<file path="src/rtl/cache_mem_arbiter.sv">
// Arbitrates the unified memory between I-cache line fills, D-cache line fills and D-side write-through stores.
// Optional macro CRITICAL_WORD_FIRST_EN starts each fill at the missed word instead of word 0.
module cache_mem_arbiter #(
  parameter int unsigned ADDR_WIDTH     = 16,
  parameter int unsigned WORDS_PER_LINE = 8,
  parameter int unsigned MEM_LAT        = 4
) (
  input  logic                              clk,
  input  logic                              rst,
  input  logic                              i_miss_req,
  input  logic [ADDR_WIDTH-1:0]             i_miss_addr,
  output logic                              i_fill_we,
  output logic                              i_fill_done,
  input  logic                              d_miss_req,
  input  logic [ADDR_WIDTH-1:0]             d_miss_addr,
  output logic                              d_fill_we,
  output logic                              d_fill_done,
  output logic [$clog2(WORDS_PER_LINE)-1:0] fill_word,
  output logic [15:0]                       fill_data,
  input  logic                              d_wr_req,
  input  logic [ADDR_WIDTH-1:0]             d_wr_addr,
  input  logic [15:0]                       d_wr_data,
  output logic                              d_wr_ack,
  output logic                              mem_en,
  output logic                              mem_wr,
  output logic [ADDR_WIDTH-1:0]             mem_addr,
  output logic [15:0]                       mem_data_in,
  input  logic [15:0]                       mem_data_out,
  input  logic                              mem_data_valid,
  output logic                              busy
);

  localparam int unsigned WW  = $clog2(WORDS_PER_LINE);
  localparam int unsigned OFF = WW + 1;
  localparam int unsigned WCW = $clog2(MEM_LAT + 1) + 1;
  localparam logic [ADDR_WIDTH-1:0] LINE_MASK = ~ADDR_WIDTH'((1 << OFF) - 1);
  localparam logic [WW-1:0]         LAST_WORD = WW'(WORDS_PER_LINE - 1);

  typedef enum logic [1:0] {IDLE, ISSUE, WAIT} state_t;

  state_t                state, next_state;
  logic                  owner_d;
  logic [ADDR_WIDTH-1:0] line_base;
  logic [WW-1:0]         start_word;
  logic [WW-1:0]         iss_cnt;
  logic [WW-1:0]         ret_cnt;
  logic                  rst_q;
  logic [WCW-1:0]        wait_cnt;

  logic [ADDR_WIDTH-1:0] miss_addr_sel;
  logic [WW-1:0]         iss_word;
  logic [WW-1:0]         ret_word;
  logic [ADDR_WIDTH-1:0] issue_addr;
  logic                  out_block;
  logic                  fill_ret;

  assign miss_addr_sel = d_miss_req ? d_miss_addr : i_miss_addr;
  assign iss_word      = WW'(iss_cnt + start_word);
  assign ret_word      = WW'(ret_cnt + start_word);
  assign issue_addr    = line_base | ADDR_WIDTH'({iss_word, 1'b0});
  // Outputs are forced quiet during reset and the cycle that follows it.
  assign out_block     = rst | rst_q;
  assign fill_ret      = (state != IDLE) && mem_data_valid;

  // State register, fill bookkeeping and the WAIT-length watchdog counter.
  always_ff @(posedge clk) begin
    if (rst) begin
      state      <= IDLE;
      owner_d    <= 1'b0;
      line_base  <= '0;
      start_word <= '0;
      iss_cnt    <= '0;
      ret_cnt    <= '0;
      rst_q      <= 1'b1;
      wait_cnt   <= '0;
    end else begin
      rst_q <= 1'b0;
      state <= next_state;
      if (state == IDLE && next_state == ISSUE) begin
        owner_d   <= d_miss_req;
        line_base <= miss_addr_sel & LINE_MASK;
`ifdef CRITICAL_WORD_FIRST_EN
        start_word <= miss_addr_sel[OFF-1:1];
`else
        start_word <= '0;
`endif
        iss_cnt <= '0;
        ret_cnt <= '0;
      end else begin
        if (state == ISSUE) iss_cnt <= WW'(iss_cnt + 1'b1);
        if (fill_ret && !out_block) ret_cnt <= WW'(ret_cnt + 1'b1);
      end
      if (state == WAIT) begin
        if (wait_cnt != '1) wait_cnt <= WCW'(wait_cnt + 1'b1);
      end else begin
        wait_cnt <= '0;
      end
    end
  end

  // All line reads have been issued, so data must finish returning within the memory latency.
  always_ff @(posedge clk) begin
    if (!rst && state == WAIT) assert (wait_cnt < WCW'(MEM_LAT));
  end

  // Next-state and memory/cache-side outputs.
  always_comb begin
    next_state  = state;
    i_fill_we   = 1'b0;
    i_fill_done = 1'b0;
    d_fill_we   = 1'b0;
    d_fill_done = 1'b0;
    fill_word   = '0;
    fill_data   = '0;
    d_wr_ack    = 1'b0;
    mem_en      = 1'b0;
    mem_wr      = 1'b0;
    mem_addr    = '0;
    mem_data_in = '0;
    busy        = 1'b0;
    if (!out_block) begin
      fill_data = mem_data_out;
      case (state)
        IDLE: begin
          if (d_wr_req) begin
            mem_en      = 1'b1;
            mem_wr      = 1'b1;
            mem_addr    = d_wr_addr;
            mem_data_in = d_wr_data;
            d_wr_ack    = 1'b1;
          end else if (d_miss_req || i_miss_req) begin
            next_state = ISSUE;
          end
        end
        ISSUE: begin
          mem_en   = 1'b1;
          mem_addr = issue_addr;
          busy     = 1'b1;
          if (iss_cnt == LAST_WORD) next_state = WAIT;
        end
        WAIT: busy = 1'b1;
        default: next_state = IDLE;
      endcase
      // Returning words go only to the cache that owns the current fill.
      if (fill_ret) begin
        fill_word = ret_word;
        if (owner_d) d_fill_we = 1'b1;
        else         i_fill_we = 1'b1;
        if (ret_cnt == LAST_WORD) begin
          if (owner_d) d_fill_done = 1'b1;
          else         i_fill_done = 1'b1;
          next_state = IDLE;
        end
      end
    end
  end

endmodule
</file>
<file path="config.mk">
export PLATFORM = sky130hd
export DESIGN_NAME = cache_mem_arbiter
export DESIGN_NICKNAME = d
export VERILOG_FILES = /design/src/rtl/cache_mem_arbiter.sv
export SDC_FILE = /design/constraint.sdc
export NUM_CORES = 1
export LEC_CHECK = 0
export ABC_AREA = 1
export BUFFER_PORTS_ARGS = -buffer_cell sky130_fd_sc_hd__buf_2
export CORE_MARGIN = 2
export CORE_UTILIZATION = 39
export DETAILED_ROUTE_END_ITERATION = 8
export GPL_TIMING_DRIVEN = 0
export PLACE_DENSITY = 0.84
export SYNTH_ARGS = -nofsm -noshare
export SYNTH_HDL_FRONTEND = slang
export SYNTH_SLANG_ARGS = --single-unit
</file>
<file path="constraint.sdc">
create_clock -name clk -period 2.35 [get_ports clk]
set_input_delay 0.235 -clock clk [delete_from_list [all_inputs] [get_ports clk]]
set_output_delay 0.235 -clock clk [all_outputs]
set_load 0.005 [all_outputs]
</file>
==> results.md <==
* Status: completed
* CP Buf/Inv Count at 4
* Worst path arrival time at ~1900 ps
* PwrDens at between 300 and 400 nW/um^2
* Worst-path cell chain: inv_1, ha_1, nand2_1, inv_1, buf_2, nand2_1, a21oi_1, buf_2
* Number of synthesized flops with an enable pin at 0
* FMAX at 474 MHz
* Crit-path max cell delay at 370 ps
* Peak VDD IR at approximately 0.25 mV
* Async set-reset flop share out of synthesis at 0
* Sequential power share at 0.424
* Sw frac at 0.295
* Filler cell count at approximately 430
* Primary FF master, synth: dfxtp_1
* Die height at 71.3 um
* Worst-path clk slew at 80 ps
* Clk pwr share at 0.278
* Worst Path Required at 2120 ps
* Gr ovfl total at 0
* Final nets at 540
* Full die area at 5080 um^2
* Vias in the first global route at around 2100
* DR iter-0 viols at 101
* Core Util, Final at 0.591
* Fraction of layout cells with a size suffix above 1 at 0.391
* Antenna violations before repair at 0
* Initial core utilization at 0.406
* Post-Synthesis Cells at slightly above 300
* Min cycle time layout at 2110 ps
* Port bufs at 136
* I/O pins at 145
* CP max-delay cell: dfxtp_1
* Largest net degree at the start of global routing at 13
* Hold_buf cts at 0
* DRC viols at 0
* # Max-Cap Violations at 0
* Post-route ant nets at 0
* Delay-heaviest family, CP: buffers and inverters
* Tot GR Track Use at 0.202
* Clock Tree Root: clkbuf_8
* Synth Warn # at 0
* Critical path type: reg -> out
* Crit start category: register
* DIE WIDTH at just over 70 um
* Clock Skews at between 3 and 4 ps
* CTS tree: done
* Rel. slew slack at 0.613
* Vias at 2235
* Final RePlAce weighted congestion at 0.869
* DR WL/cell at just over 10 um
* Layout area overhead at 45.6%
* First-pass GRT wire length at between 8000 and 9000 um
* Drt total wl at between 5000 and 6000 um
* Crit path capture type: output port
* Dpl hpwl at 4180 um
* CP max FO at 10
* Internal power at 0.000680 W
* First drt pass iteration count at 4
* Inserted Diodes at 0
* Post-route setup TNS at 0 ps
* TritonCTS buffer count at 3
* Final Cycle Share at 0.898
* Max clock buf depth at 2
* P_sw at 0.000284 W
* Yosys reg bits at 22
* # H-tree levels at 1
* LEAKAGE at 1.62 nW
* Hold WC Path Type: in -> reg
* Setup Viol. Count Final at 0
* Register area share after synthesis at 0.249
* Combinational Power Share at 0.297
* Net count after synthesis at 399
* Pins Over Slew Limit at 0
* Clk sinks at 22
* Placeable Area at 4350 um^2
* Routed vias/inst at between 4 and 5
* Synthesized cell area at 1770 um^2
* Syn avg cell area at 5.79 um^2
* Clk_lat worst skew at 260 ps
* Final Hold Vio Count at 0
* Measured slew at the worst slew-check pin at 581 ps
* Yosys cell types at 23
* Post-CTS setup buffer count at 0
* Site Rows at 24
timing repair:
action                                  4_1_cts  5_1_grt
resized for setup                             0        6
hold endpoints to repair                      0        0
endpoints found under the setup margin        0       20
power by group through the flow:
stage	Clock [W]	Combinational (W)	Sequential, W
finish	0.000268	0.000287	0.000409
floorplan	0	0.000163	0.000415
global route	0.000294	0.000329	0.000412
CTS	0.000277	0.000289	0.000409
detailed placement	0	0.000287	0.000418
global placement	0	0.000280	0.000417
cell usage after synthesis, types with 2 or more instances:
master    count  area, um^2
a21oi_1      21         105
buf_4         2        15.0
clkbuf_1      7        26.3
dfxtp_1      22         440
ha_1          8         100
inv_1        58         218
inv_2         2        7.51
mux2_2       12         135
nand2_1      74         278
nand3_1       5        25.0
nand4_1       2        12.5
nor2_1       73         274
nor2_2        8        50.1
nor3_1        2        10.0
cells in the final DEF, fill, tap and decap left out:
cell type / count
buf_2: 138
nand2_1: 74
nor2_1: 72
inv_1: 58
dfxtp_1: 22
a21oi_1: 21
mux2_2: 12
nor2_2: 9
ha_1: 8
clkbuf_1: 6
nand3_1: 5
clkbuf_8: 4
inv_2: 3
buf_4: 2
nor3_1: 2
nand4_1: 2
inv_4: 1
nand2_4: 1
clkbuf_2: 1
o21bai_1: 1
nand2_2: 1
buf_6: 1
buf_8: 1
per-stage QoR:
stage	cells	cell area [um^2]	total power [W]	hold slack (ps)	worst slack, ps
floorplan	305	1770	0.000578	263	656
global placement	493	2510	0.000696	415	375
detailed placement	493	2510	0.000705	418	306
CTS	497	2570	0.000975	146	8.67
global route	497	2570	0.00104	147	-4.66
finish	497	2570	0.000964	153	241
cell type report:
class                           instances  area, um^2  share of cell area
Inverter                               62         235              0.0914
Multi-Input combinational cell        208        1020               0.395
Tap cell                               52        65.1              0.0253
Buffer                                 13        78.8              0.0306
Sequential cell                        22         440               0.171
Clock buffer                            4        55.1              0.0214
Timing Repair Buffer                  136         681               0.265
worst reg2reg max path, stage by stage, from the launching register on:
cell     delay, ps
dfxtp_1        430
inv_1          110
ha_1           250
inv_2          120
nand3_1         90
nand2_1         70
nor2_1          30
a21oi_1        230
nand2_2         90
buf_6          150
buf_8          150
nor2_2          70
nor2_1          50
sequential cells by signal, indices dropped and copies added (netlist names):
name       flops
line_base     12
state          2
ret_cnt        3
owner_d        1
rst_q          1
iss_cnt        3
cell families (layout without fill, tap and decap cells):
group,Yosys count,count (layout),share of synthesized area
and+or+nand+nor,166,166,0.377
buffers and inverters,75,215,0.176
AOI/OAI and AO/OA,22,22,0.0637
DFF,22,22,0.249
muxes,12,12,0.0765
adders and majority gates,8,8,0.0567
path summary, 6_finish.rpt:
| check | startpoint | endpoint | slack [ps] | cells after the start |
|---|---|---|---|---|
| max | state[1] | mem_addr[12] | 240 | 8 |
| min | rst | rst_q | 150 | 1 |
| max reg2reg | state[1] | line_base[14] | 410 | 12 |
| min reg2reg | iss_cnt[2] | iss_cnt[2] | 490 | 2 |
layer usage:
layer	up-vias	wire length (um)	track usage
li1	1177	-	-
met1	951	2070	0.235
met2	99	2560	0.377
met3	8	452	0.0338
met4	0	74	0.0608
met5	-	0	0
Note: power is estimated with default switching activity, not from simulation.
